==> src/rtl/audio_pkg.sv <==
// Shared constants and types for both ends of the audio sample clock-domain crossing.
package audio_pkg;

  localparam int AUDIO_DW_DEFAULT = 16;

  // Depth of every single-bit synchronizer on either side of the crossing.
  localparam int SYNC_STAGES = 2;

  typedef enum logic [1:0] {
    ST_RESYNC = 2'd0,
    ST_IDLE   = 2'd1,
    ST_WAIT   = 2'd2,
    ST_LAUNCH = 2'd3
  } tx_state_e;

endpackage

==> src/rtl/audio_bit_sync.sv <==
// Generic multi-flop single-bit synchronizer for a level or toggle crossing into clk.
module audio_bit_sync
  import audio_pkg::*;
#(
  parameter int STAGES = SYNC_STAGES
) (
  input  logic clk,
  input  logic reset_n,
  input  logic i_d,
  output logic o_q
);

  (* ASYNC_REG = "TRUE" *) logic [STAGES-1:0] r_sync;

  always_ff @(posedge clk or negedge reset_n) begin
    if (!reset_n) begin
      r_sync <= '0;
    end else begin
      r_sync <= {r_sync[STAGES-2:0], i_d};
    end
  end

  assign o_q = r_sync[STAGES-1];

endmodule

==> src/rtl/audio_sync_tx.sv <==
// Source-side toggle req/ack sender for audio samples with a one-deep latest-wins buffer.
// Define AUDIO_SYNC_TX_OVR_CNT_EN to build the saturating overrun counter on ovr_cnt.
module audio_sync_tx
  import audio_pkg::*;
#(
  parameter int AUDIO_DW = AUDIO_DW_DEFAULT,
  parameter int OVR_CW   = 8
) (
  input  logic                clk,
  input  logic                reset_n,
  input  logic [AUDIO_DW-1:0] din,
  input  logic                din_stb,
  output logic [AUDIO_DW-1:0] dout,
  output logic                req,
  input  logic                ack_async,
  output logic                busy,
  output logic                pend_valid,
  output logic [OVR_CW-1:0]   ovr_cnt
);

  localparam logic [1:0] S_RESYNC = ST_RESYNC;
  localparam logic [1:0] S_IDLE   = ST_IDLE;
  localparam logic [1:0] S_WAIT   = ST_WAIT;
  localparam logic [1:0] S_LAUNCH = ST_LAUNCH;

  localparam int                  SETTLE_W    = $clog2(SYNC_STAGES + 1);
  localparam logic [SETTLE_W-1:0] SETTLE_DONE = SETTLE_W'(SYNC_STAGES);

  logic [1:0]          r_state;
  logic [AUDIO_DW-1:0] r_dout;
  logic                r_req;
  logic [AUDIO_DW-1:0] r_pend;
  logic                r_pend_valid;
  logic [SETTLE_W-1:0] r_settle;

  logic [1:0]          w_state_next;
  logic [AUDIO_DW-1:0] w_dout_next;
  logic                w_req_next;
  logic [AUDIO_DW-1:0] w_pend_next;
  logic                w_pend_valid_next;
  logic                w_ack_s;
  logic                w_ack_match;
  logic                w_settled;

  audio_bit_sync #(
    .STAGES (SYNC_STAGES)
  ) u_ack_sync (
    .clk     (clk),
    .reset_n (reset_n),
    .i_d     (ack_async),
    .o_q     (w_ack_s)
  );

  assign w_ack_match = (w_ack_s == r_req);
  // The synchronizer's reset value says nothing about the real ack level, so
  // RESYNC only trusts ack_s once a fresh sample has propagated through it.
  assign w_settled   = (r_settle == SETTLE_DONE);

  always_comb begin
    w_state_next      = r_state;
    w_dout_next       = r_dout;
    w_req_next        = r_req;
    w_pend_next       = r_pend;
    w_pend_valid_next = r_pend_valid;
    case (r_state)
      S_RESYNC: begin
        if (din_stb) begin
          w_pend_next       = din;
          w_pend_valid_next = 1'b1;
        end
        if (w_settled && w_ack_match) begin
          w_state_next = S_IDLE;
        end
      end
      S_IDLE, S_LAUNCH: begin
        if (din_stb || r_pend_valid) begin
          w_dout_next       = din_stb ? din : r_pend;
          w_req_next        = ~r_req;
          w_pend_valid_next = 1'b0;
          w_state_next      = S_WAIT;
        end else begin
          w_state_next      = S_IDLE;
        end
      end
      S_WAIT: begin
        if (din_stb) begin
          w_pend_next       = din;
          w_pend_valid_next = 1'b1;
        end
        if (w_ack_match) begin
          w_state_next = (din_stb || r_pend_valid) ? S_LAUNCH : S_IDLE;
        end
      end
      default: begin
        w_state_next = S_RESYNC;
      end
    endcase
  end

  always_ff @(posedge clk or negedge reset_n) begin
    if (!reset_n) begin
      r_state      <= S_RESYNC;
      r_dout       <= '0;
      r_req        <= 1'b0;
      r_pend       <= '0;
      r_pend_valid <= 1'b0;
      r_settle     <= '0;
    end else begin
      r_state      <= w_state_next;
      r_dout       <= w_dout_next;
      r_req        <= w_req_next;
      r_pend       <= w_pend_next;
      r_pend_valid <= w_pend_valid_next;
      if (r_state == S_RESYNC && !w_settled) begin
        r_settle <= r_settle + 1'b1;
      end
    end
  end

  assign dout       = r_dout;
  assign req        = r_req;
  assign busy       = (r_state != S_IDLE);
  assign pend_valid = r_pend_valid;

`ifdef AUDIO_SYNC_TX_OVR_CNT_EN
  logic              w_overrun;
  logic [OVR_CW-1:0] r_ovr_cnt;

  // In every state a strobe landing on a valid pending sample retires that
  // sample unsent: either overwritten or displaced by the newer launch.
  assign w_overrun = din_stb && r_pend_valid;

  always_ff @(posedge clk or negedge reset_n) begin
    if (!reset_n) begin
      r_ovr_cnt <= '0;
    end else if (w_overrun && (r_ovr_cnt != '1)) begin
      r_ovr_cnt <= r_ovr_cnt + 1'b1;
    end
  end

  assign ovr_cnt = r_ovr_cnt;
`else
  assign ovr_cnt = '0;
`endif

endmodule

==> config.mk <==
export PLATFORM = sky130hd
export DESIGN_NAME = audio_sync_tx
export DESIGN_NICKNAME = d
export VERILOG_FILES = /design/src/rtl/audio_pkg.sv /design/src/rtl/audio_bit_sync.sv /design/src/rtl/audio_sync_tx.sv
export SDC_FILE = /design/constraint.sdc
export NUM_CORES = 1
export LEC_CHECK = 0
export BUFFER_PORTS_ARGS = -buffer_cell sky130_fd_sc_hd__buf_4
export CORE_UTILIZATION = 50
export DETAILED_ROUTE_END_ITERATION = 8
export PLACE_DENSITY_LB_ADDON = 0.1
export SLEW_MARGIN = 0
export SYNTH_ARGS = -nofsm -noshare
export SYNTH_HDL_FRONTEND = slang
export SYNTH_SLANG_ARGS = --single-unit
export TNS_END_PERCENT = 10
==> constraint.sdc <==
create_clock -name clk -period 1.72 [get_ports clk]
set_input_delay 0 -clock clk [delete_from_list [all_inputs] [get_ports clk]]
set_output_delay 0 -clock clk [all_outputs]
set_load 0.01 [all_outputs]
==> reports/metrics.json <==
{
  "cts-root-buf": "clkbuf_8",
  "grt_start_max_net_pins": 41,
  "finalSetupViolCount": 0,
  "grt_pass1_wl_um": 5382,
  "yosys_warnings": 0,
  "critical_path.max_fanout": 18,
  "area_of_the_mapped_netlist_mm2": 0.001918,
  "avgRoutedWirePerCell_um": 14.01,
  "seq_power_share_pct": 42.6,
  "fin_area_mm2": 0.002435,
  "leading_cell_type_in_the_layout_fill_and_taps_excluded": "dfrtp_1",
  "post_route_setup_slack_ns": 0.1988,
  "synth.yosys.seq_area_share_pct": 52.19,
  "hpwl_um": 1997,
  "cap_violations": 0,
  "initial_utilization_pct": 52.39,
  "drcViolationCount": 0,
  "multiInputGateArea_um2": 799.5,
  "timing.final.max_slew_violations": 0,
  "cts.reportedPaths.clkPinSlew_ns": 0.07,
  "post_cts.repair.setup_buffers": 0,
  "cts_tree": "yes",
  "comb_power_share_pct": 43.1,
  "slowest_cell_delay_on_critical_path_ns": 0.59,
  "htree_num_levels": 2,
  "dr.first_iter.drc_count": 22,
  "dp_cells": 201,
  "worst_hold_slack_ns": 0.1095,
  "internal-power_mw": 2.813,
  "final_nets": 199,
  "grtUsageMet3_pct": 6.964,
  "postRouteAntennaNets": 0,
  "power.leakage_nw": 1.167,
  "rows": 22,
  "fill_cells": 287,
  "grt_overflow": 0,
  "detail_route.wirelength_um": 3166,
  "placement.setup.worst_slack_ns": 0.1676,
  "io_buffers": 38,
  "post_syn_instances": 120,
  "die_h_um": 63.94,
  "critPathCaptureType": "flip-flop",
  "grt.total_usage_pct": 17.93,
  "number_of_hold_violations_in_the_final_report": 0,
  "finalSetupTns_ns": 0,
  "globalRoute.busiestLayer": "met2",
  "globalRouteMet1Util_pct": 22.26,
  "coreArea_mm2": 0.003661,
  "synth.ff_latch_count": 40,
  "numCtsBuffers": 5,
  "vias_post_dr": 1082,
  "worst-endpoint-arrival_ns": 1.70,
  "gp_congestion": 0.6733,
  "cts.repair.resized": 0,
  "clk-insertion-delay-late_ns": 0.29,
  "ff_latch_area_mm2": 0.001001,
  "total_power_mw": 4.014,
  "outcome": "completed",
  "synth.distinct_cells": 20,
  "period_minus_slack_ns": 1.521,
  "timing.slew.headroom_pct": 52.01,
  "worst-setup-path-type": "flip-flop to flip-flop",
  "floorplan.die_area_mm2": 0.004088,
  "rsz0062_at_grt": "false",
  "power.share.clock_pct": 14.4,
  "crit_path_cell_trace": "o21ai_4, mux2_2",
  "antenna-diode-count": 0,
  "gr-usage-met2_pct": 28.86,
  "antenna_found_initial": 0,
  "syn2layout_area_growth_pct": 26.94,
  "total_switching_power_mw": 1.201,
  "final_core_util_pct": 66.51,
  "power-per-cell-area_mw_per_mm2": 1649,
  "final_cells": 226,
  "crit_path_top_delay_cell": "o21ai_4",
  "maxClockFrequency_mhz": 657.4,
  "min_delay_worst_type": "primary input to flip-flop",
  "die_w_um": 63.94,
  "clock-skew-final_ns": 0.006029,
  "timing_worst_slew_pin_value_ns": 0.7172,
  "drt_pass_1_iters": 3,
  "cts.sinks": 40,
  "ctsLongestPathBuffers": 2,
  "sw_frac_of_total_pct": 29.93,
  "post-route-period-util_pct": 88.44,
  "layout.cells.most_common_list": "40 x dfrtp_1, 39 x buf_4, 27 x mux2_4",
  "placement.cell_area_mm2": 0.002177,
  "cp.buffers_inverters": 0,
  "first_global_vias": 1135,
  "final_layout_size_suffix_gt1_share_pct": 53.93,
  "viasPerCell": 4.788,
  "startpoint_type": "flip-flop",
  "io-pin-count": 47,
  "syn-mean-instance-area_um2": 15.98,
  "vdd.ir_drop.worst_uv": 896.1,
  "critPathTopFamily": "compound AO/OA/AOI/OAI gates",
  "cp_data_required_time_ns": 1.90
}
path summary, 6_finish.rpt:
kind	cells past startpoint	to	from	slack [ns]
setup / recovery	2	dout[0]$_DFFE_PN0P_	pend_valid$_DFFE_PN0P_	0.20
hold / removal	3	pend_valid$_DFFE_PN0P_	din_stb	0.11
setup reg to reg	2	dout[0]$_DFFE_PN0P_	pend_valid$_DFFE_PN0P_	0.20
hold reg to reg	0	u_ack_sync.r_sync[1]$_DFF_PN0_	u_ack_sync.r_sync[0]$_DFF_PN0_	0.36
max in group asynchronous	2	dout[5]$_DFFE_PN0P_	reset_n	1.14
min in group asynchronous	2	dout[7]$_DFFE_PN0P_	reset_n	0.23
metal layers:
metal,vias to the layer above,part of all wire [%],routed length (µm)
met5,-,0,0
met4,0,0.66,21
met3,2,4.7,150
met2,28,49,1541
met1,541,46,1452
li1,511,-,-
worst register-to-register path: stages, from the launching register on:
cell and delay, ns:
dfrtp_1 0.42, o21ai_4 0.59, mux2_2 0.41
what timing repair did:
action	in CTS	in global routing
hold endpoints to repair	57	0
hold buffers	18	0
endpoints found under the setup margin	0	0
cells by family (layout without fill, tap and decap cells):
kind of cell | after synthesis | after routing | share of synthesized area, %
fa+ha+maj | 1 | 1 | 0.6522
flops | 40 | 40 | 52.19
xor+xnor | 3 | 3 | 1.370
compound gates | 5 | 5 | 2.349
buf+inv | 15 | 66 | 7.501
other cells | 1 | 8 | 0.1955
mux | 48 | 48 | 33.46
simple gates | 7 | 7 | 2.283
power by group through the flow:
stage / combinational (mW) / sequential (mW) / clock, mW
6_report: 1.73 / 1.71 / 0.576
5_1_grt: 1.87 / 1.77 / 0.638
4_1_cts: 1.75 / 1.71 / 0.594
3_5_place_dp: 1.71 / 1.72 / 0
3_3_place_gp: 1.68 / 1.69 / 0
2_1_floorplan: 1.18 / 1.73 / 0
registers in the layout, summed over array words and instances (netlist names):
register,flops
dout,16
u_ack_sync.r_sync,2
r_pend,16
r_settle,2
pend_valid,1
req,1
r_state,2
cell type report:
class | instances | area share, %
clock buffers | 6 | 2.980
clock inverters | 1 | 0.2055
inverters | 1 | 0.1542
multi-input cells | 72 | 32.84
flip-flops and latches | 40 | 41.11
well taps | 48 | 2.467
repair buffers | 58 | 20.25
synth_stat cells, drive strengths merged:
cell	n	area share, %
buf	14	7.3
conb	1	0.20
dfrtp	40	52
ha	1	0.65
inv	1	0.20
mux2	48	33
nand2b	2	0.65
nor2	3	0.59
nor2b	1	0.72
o211a	1	0.52
o21ai	2	1.1
o22ai	1	0.33
o31ai	1	0.39
or3	1	0.33
xnor2	3	1.4
(Power assumes the default switching activity.)
